<file path="config.mk">
export PLATFORM = sky130hd
export DESIGN_NAME = load_store_unit
export DESIGN_NICKNAME = d
export VERILOG_FILES = /design/src/rtl/load_store_unit.sv
export SDC_FILE = /design/constraint.sdc
export NUM_CORES = 1
export LEC_CHECK = 0
export ABC_AREA = 1
export BUFFER_PORTS_ARGS = -buffer_cell sky130_fd_sc_hd__buf_2
export CAP_MARGIN = 0
export CORE_MARGIN = 4
export CORE_UTILIZATION = 51
export CTS_BUF_LIST = sky130_fd_sc_hd__clkbuf_4
export DETAILED_ROUTE_END_ITERATION = 6
export HOLD_SLACK_MARGIN = 0.03
export PLACE_DENSITY = 0.81
export SKIP_LAST_GASP = 1
export SLEW_MARGIN = 20
export SYNTH_ARGS = -nofsm -noshare
export SYNTH_HDL_FRONTEND = slang
export SYNTH_SLANG_ARGS = --single-unit
</file>
<file path="constraint.sdc">
create_clock -name clk -period 4.35 [get_ports clk]
set_clock_uncertainty 0.1 [all_clocks]
set_input_delay 0.2175 -clock clk [delete_from_list [all_inputs] [get_ports clk]]
set_output_delay 0.2175 -clock clk [all_outputs]
set_load 0.05 [all_outputs]
</file>
<file path="src/rtl/load_store_unit.sv">
// Memory-access stage: issues handshaked data-memory loads/stores and emits a
// registered writeback packet; non-memory ops pass through in one cycle.
// Optional macro LSU_TIMEOUT_EN enables a WAIT-state timeout that raises bus_err.
module load_store_unit #(
  parameter int unsigned BUS_WIDTH      = 32,
  parameter int unsigned REG_WIDTH      = 5,
  parameter int unsigned TIMEOUT_CYCLES = 16
) (
  input  logic                 clk,
  input  logic                 reset,
  input  logic                 in_valid,
  output logic                 in_ready,
  input  logic                 ls_load,
  input  logic                 ls_store,
  input  logic [1:0]           ls_size,
  input  logic                 ls_unsigned,
  input  logic [BUS_WIDTH-1:0] ls_addr,
  input  logic [BUS_WIDTH-1:0] ls_wdata,
  input  logic [REG_WIDTH-1:0] ls_rd,
  input  logic                 ls_rde,
  output logic                 mem_req,
  output logic                 mem_wr,
  output logic [BUS_WIDTH-1:0] mem_addr,
  output logic [3:0]           mem_be,
  output logic [BUS_WIDTH-1:0] mem_wdata,
  input  logic [BUS_WIDTH-1:0] mem_rdata,
  input  logic                 mem_ack,
  output logic                 wb_valid,
  output logic [REG_WIDTH-1:0] wb_rd,
  output logic                 wb_rde,
  output logic [BUS_WIDTH-1:0] wb_data,
  output logic                 misaligned,
  output logic                 bus_err
);

  typedef enum logic {S_IDLE, S_WAIT} state_t;

  state_t               state, state_d;
  logic                 mem_req_d, mem_wr_d, wb_valid_d, wb_rde_d, misaligned_d, bus_err_d;
  logic [BUS_WIDTH-1:0] mem_addr_d, mem_wdata_d, wb_data_d;
  logic [3:0]           mem_be_d;
  logic [REG_WIDTH-1:0] wb_rd_d;

  // Packet attributes held for the duration of a memory access
  logic                 cap_load, cap_load_d, cap_uns, cap_uns_d, cap_rde, cap_rde_d;
  logic [1:0]           cap_size, cap_size_d, cap_off, cap_off_d;

  logic                 is_store, is_load, is_mem, mis, sz_byte, sz_half;
  logic [BUS_WIDTH-1:0] lane, load_val;

`ifdef LSU_TIMEOUT_EN
  localparam int unsigned CNT_W = $clog2(TIMEOUT_CYCLES + 1);
  logic [CNT_W-1:0] cnt, cnt_d;
`else
  logic unused_timeout;
  assign unused_timeout = ^TIMEOUT_CYCLES;
`endif

  assign in_ready = (state == S_IDLE) && !reset;

  // Decode the incoming packet; a load+store collision is treated as a store
  always_comb begin
    is_store = ls_store;
    is_load  = ls_load && !ls_store;
    is_mem   = is_store || is_load;
    sz_byte  = (ls_size == 2'd0);
    sz_half  = (ls_size == 2'd1);
    mis      = (sz_half && ls_addr[0]) || (!sz_byte && !sz_half && (ls_addr[1:0] != 2'b00));
  end

  // Select and extend the addressed lane of the returned read data
  always_comb begin
    lane = mem_rdata >> {cap_off, 3'b000};
    case (cap_size)
      2'd0:    load_val = cap_uns ? {{(BUS_WIDTH-8){1'b0}}, lane[7:0]}
                                  : {{(BUS_WIDTH-8){lane[7]}}, lane[7:0]};
      2'd1:    load_val = cap_uns ? {{(BUS_WIDTH-16){1'b0}}, lane[15:0]}
                                  : {{(BUS_WIDTH-16){lane[15]}}, lane[15:0]};
      default: load_val = mem_rdata;
    endcase
  end

  // Next-state and next-output logic
  always_comb begin
    state_d      = state;
    mem_req_d    = mem_req;
    mem_wr_d     = mem_wr;
    mem_addr_d   = mem_addr;
    mem_be_d     = mem_be;
    mem_wdata_d  = mem_wdata;
    wb_valid_d   = 1'b0;
    wb_rd_d      = wb_rd;
    wb_rde_d     = wb_rde;
    wb_data_d    = wb_data;
    misaligned_d = 1'b0;
    bus_err_d    = 1'b0;
    cap_load_d   = cap_load;
    cap_uns_d    = cap_uns;
    cap_rde_d    = cap_rde;
    cap_size_d   = cap_size;
    cap_off_d    = cap_off;
`ifdef LSU_TIMEOUT_EN
    cnt_d        = cnt;
`endif
    case (state)
      S_IDLE: begin
        if (in_valid && in_ready) begin
          wb_rd_d    = ls_rd;
          cap_load_d = is_load;
          cap_uns_d  = ls_unsigned;
          cap_rde_d  = ls_rde && (ls_rd != '0);
          cap_size_d = ls_size;
          cap_off_d  = ls_addr[1:0];
          if (!is_mem) begin
            wb_valid_d = 1'b1;
            wb_data_d  = ls_addr;
            wb_rde_d   = ls_rde && (ls_rd != '0);
          end else if (mis) begin
            wb_valid_d   = 1'b1;
            wb_data_d    = '0;
            wb_rde_d     = 1'b0;
            misaligned_d = 1'b1;
          end else begin
            state_d    = S_WAIT;
            mem_req_d  = 1'b1;
            mem_wr_d   = is_store;
            mem_addr_d = {ls_addr[BUS_WIDTH-1:2], 2'b00};
            if (sz_byte) begin
              mem_be_d    = 4'(4'b0001 << ls_addr[1:0]);
              mem_wdata_d = {(BUS_WIDTH/8){ls_wdata[7:0]}};
            end else if (sz_half) begin
              mem_be_d    = 4'(4'b0011 << ls_addr[1:0]);
              mem_wdata_d = {(BUS_WIDTH/16){ls_wdata[15:0]}};
            end else begin
              mem_be_d    = 4'hF;
              mem_wdata_d = ls_wdata;
            end
`ifdef LSU_TIMEOUT_EN
            cnt_d = '0;
`endif
          end
        end
      end
      S_WAIT: begin
        if (mem_ack) begin
          state_d    = S_IDLE;
          mem_req_d  = 1'b0;
          wb_valid_d = 1'b1;
          wb_data_d  = cap_load ? load_val : '0;
          wb_rde_d   = cap_load && cap_rde;
`ifdef LSU_TIMEOUT_EN
        end else if (cnt == CNT_W'(TIMEOUT_CYCLES - 1)) begin
          state_d    = S_IDLE;
          mem_req_d  = 1'b0;
          wb_valid_d = 1'b1;
          wb_data_d  = '0;
          wb_rde_d   = 1'b0;
          bus_err_d  = 1'b1;
        end else begin
          cnt_d = cnt + CNT_W'(1);
`endif
        end
      end
      default: state_d = S_IDLE;
    endcase
  end

  // State and output registers
  always_ff @(posedge clk or posedge reset) begin
    if (reset) begin
      state      <= S_IDLE;
      mem_req    <= 1'b0;
      mem_wr     <= 1'b0;
      mem_addr   <= '0;
      mem_be     <= '0;
      mem_wdata  <= '0;
      wb_valid   <= 1'b0;
      wb_rd      <= '0;
      wb_rde     <= 1'b0;
      wb_data    <= '0;
      misaligned <= 1'b0;
      bus_err    <= 1'b0;
      cap_load   <= 1'b0;
      cap_uns    <= 1'b0;
      cap_rde    <= 1'b0;
      cap_size   <= '0;
      cap_off    <= '0;
`ifdef LSU_TIMEOUT_EN
      cnt        <= '0;
`endif
    end else begin
      state      <= state_d;
      mem_req    <= mem_req_d;
      mem_wr     <= mem_wr_d;
      mem_addr   <= mem_addr_d;
      mem_be     <= mem_be_d;
      mem_wdata  <= mem_wdata_d;
      wb_valid   <= wb_valid_d;
      wb_rd      <= wb_rd_d;
      wb_rde     <= wb_rde_d;
      wb_data    <= wb_data_d;
      misaligned <= misaligned_d;
      bus_err    <= bus_err_d;
      cap_load   <= cap_load_d;
      cap_uns    <= cap_uns_d;
      cap_rde    <= cap_rde_d;
      cap_size   <= cap_size_d;
      cap_off    <= cap_off_d;
`ifdef LSU_TIMEOUT_EN
      cnt        <= cnt_d;
`endif
    end
  end

endmodule

</file>
==> results by group <==
CTS
  • Total CTS buffers: 17
  • Max clock buf depth: 2
  • H-tree depth: 4
  • Clk sinks: 116
  • CTS clk-pin slew, worst paths: 120 ps
  • CTS root buffer: clkbuf_4
  • Worst-Skew Late Latency: 480 ps
  • TritonCTS clock tree: done

Drt
  • Remaining DRCs: 0
  • Initial DRC count: 552
  • Routed vias: 6595
  • Final wirelength: 20290 um
  • DR pass1 iterations: 5
  • DR WL/cell: 16.31 um
  • Detail Route Antenna Nets: 0
  • Vias per cell: 5.301

Floorplan
  • Top-Level Pins: 223
  • DIE AREA: 13580 um2
  • Starting Density: 52.39%
  • Core area: 11470 um2
  • Cell row count: 39
  • Die Height: 116.5 um
  • Chip width: 116.5 um

Job
  • Max_cap viols: 0

Synthesis
  • Yosys top cell area share: 48.31%
  • Distinct cells, synth: 30
  • Syn Inst Count: 781
  • Area contributors post-synth: dfrtp_1 (48%), nand2_1 (15%), nor2_1 (8.0%)
  • Sequential area share after synthesis: 48.31%
  • Seq cells post-synth: 116
  • Syn_area_per_cell: 7.693 um2
  • Post-synthesis cell area: 6008 um2
  • Warnings, synthesis: 0
  • Leading area contributor after synthesis: dfrtp_1

Critical path
  • Startpoint types: flip-flop
  • Critical Path Sink Type: flip-flop
  • Worst EP required: 4610 ps
  • Critical Setup Path Class: reg -> reg
  • CP max FO: 78
  • Crit path DAT: 3560 ps

GRT
  • GRT overflow: 0
  • Initial antenna violation count: 0
  • First-pass GRT wire length: 31920 um
  • Largest net degree at the start of global routing: 79
  • Vias in the first global route: 6532
  • Gr usage total: 29.91%

STA
  • Setup TNS: 0 ps
  • Tcrit/Tclk final: 75.95%
  • Hold Fails Final Rpt: 0
  • Least-Margin Pin Slew: 970.4 ps
  • Worst hold margin: 53.60 ps
  • Fin crit period: 3304 ps
  • Unrepaired setup endpoints after global routing: false
  • FMAX: 0.3027 GHz
  • Relative slew slack: 35.31%
  • Final Max Slew Viols: 0
  • Final setup viols: 0

Finish
  • Number of fill cells: 833
  • Layout cells sized above 1: 28.00%
  • Register Area: 2903 um2
  • Area delta synth->final: 38.98%
  • Area occupied by multi-input gates: 2587 um2
  • Nets: 1202
  • Post-Layout Cell Count: 1244
  • Final Instance Area: 8351 um2

Place
  • Final HPWL from detailed placement: 12180 um
  • RD Place Congestion: 0.9206
  • Cell total after placement: 1106
  • Port bufs: 219
  • Post-DP Area: 7033 um2

Worst hold path
  • HP Class: in -> reg

Power and ir drop
  • VDD IR max: 0.3434 mV
  • PwrDens: 509.2 nW/um2
  • Final Total Pwr: 0.004252 W
  • Leakage power: 4.395 nW

Status
  • Status: completed
==> state kept, by name (all words and copies together) (netlist names) <==
name	count
misaligned	1
mem_wdata	32
wb_data	32
wb_rd	5
mem_wr	1
state	1
cap_size	2
cap_rde	1
wb_rde	1
cap_uns	1
mem_req	1
cap_load	1
mem_be	4
wb_valid	1
mem_addr	30
cap_off	2
==> power breakdown <==
part	internal, W	total [W]	switching (W)
combinational	0.000508	0.00197	0.00146
sequential	0.00133	0.00152	0.000185
clock	0.000295	0.000765	0.000470
==> cells by family after synthesis <==
logic type                 Yosys count  synth area share (%)
DFF                                116                 48.31
and+or+nand+nor                    416                 28.82
buffers and inverters              105                 8.747
other                                1               0.06241
adders and majority gates            4                0.8330
AOI/OAI and AO/OA                  139                 13.22
==> placed cells by master, fill, tap and decap left out, drive strengths merged <==
cell type	netlist	final
bufinv	0	1
diode	0	1
o22ai	3	3
nor2	144	144
a41oi	8	8
dlygate4sd3	0	105
a21oi	43	43
nand3	21	21
nand3b	1	1
a31oi	17	17
nand2	250	250
clkinvlp	0	4
clkinv	2	8
clkbuf	13	18
dfrtp	116	116
inv	60	63
a211oi	1	1
o21ai	67	67
ha	4	4
buf	30	223
conb	1	3
==> worst max-delay path, cell delays in order, from the launching register on <==
cell and delay [ps]:
dfrtp_1 440, nor2_2 170, nand2_2 270, nor2_4 170
buf_4 480, clkinv_2 910, o21ai_0 600
==> cells in the mapped netlist, drive strengths merged <==
cell and number:
o22ai 3, a211oi 1, nand3 21, a41oi 8, buf 30, inv 60
nand2 250, a31oi 17, a21oi 43, clkbuf 13, o21ai 67, clkinv 2
nand3b 1, conb 1, dfrtp 116, nor2 144, ha 4
==> through the flow <==
stage	worst slack (ps)	util, %
floorplan	960.1	-
global placement	1719	61.33
detailed placement	1595	61.33
CTS	1651	72.79
global route	817.0	72.80
finish	1046	72.82
==> what timing repair did <==
action | CTS | global route
buffers inserted | 0 | 0
gates resized for setup | 0 | 0
hold buffers | 105 | 0
endpoints found under the hold margin | 169 | 0
==> area by class of cell <==
cell class                      instances  area share, %
Timing Repair Buffer                  328          26.07
Antenna cell                            1        0.02997
Inverter                               62          2.862
Multi-Input combinational cell        562          30.99
Clock inverter                         14          1.528
Tap cell                              143          2.143
Sequential cell                       116          34.76
Clock buffer                           18          1.618
==> per-layer routing <==
metal	share of wire [%]	track usage [%]
met1	37	36.25
met2	50	51.26
met3	9.1	6.062
met4	3.9	13.99
met5	0	0
==> final timing paths <==
kind / from / end / slack, ps / depth (start not counted)
worst min register to register: mem_wdata[2] / mem_wdata[2] / 380 / 2
min in group asynchronous: reset / mem_wdata[24] / 350 / 3
max in group asynchronous: reset / wb_data[25] / 2860 / 4
worst min-delay path: mem_rdata[16] / wb_data[16] / 50 / 5
worst max-delay path: state / mem_addr[29] / 1050 / 6
worst max register to register: state / mem_addr[29] / 1050 / 6
No activity file was read; power rests on OpenSTA's default activity.
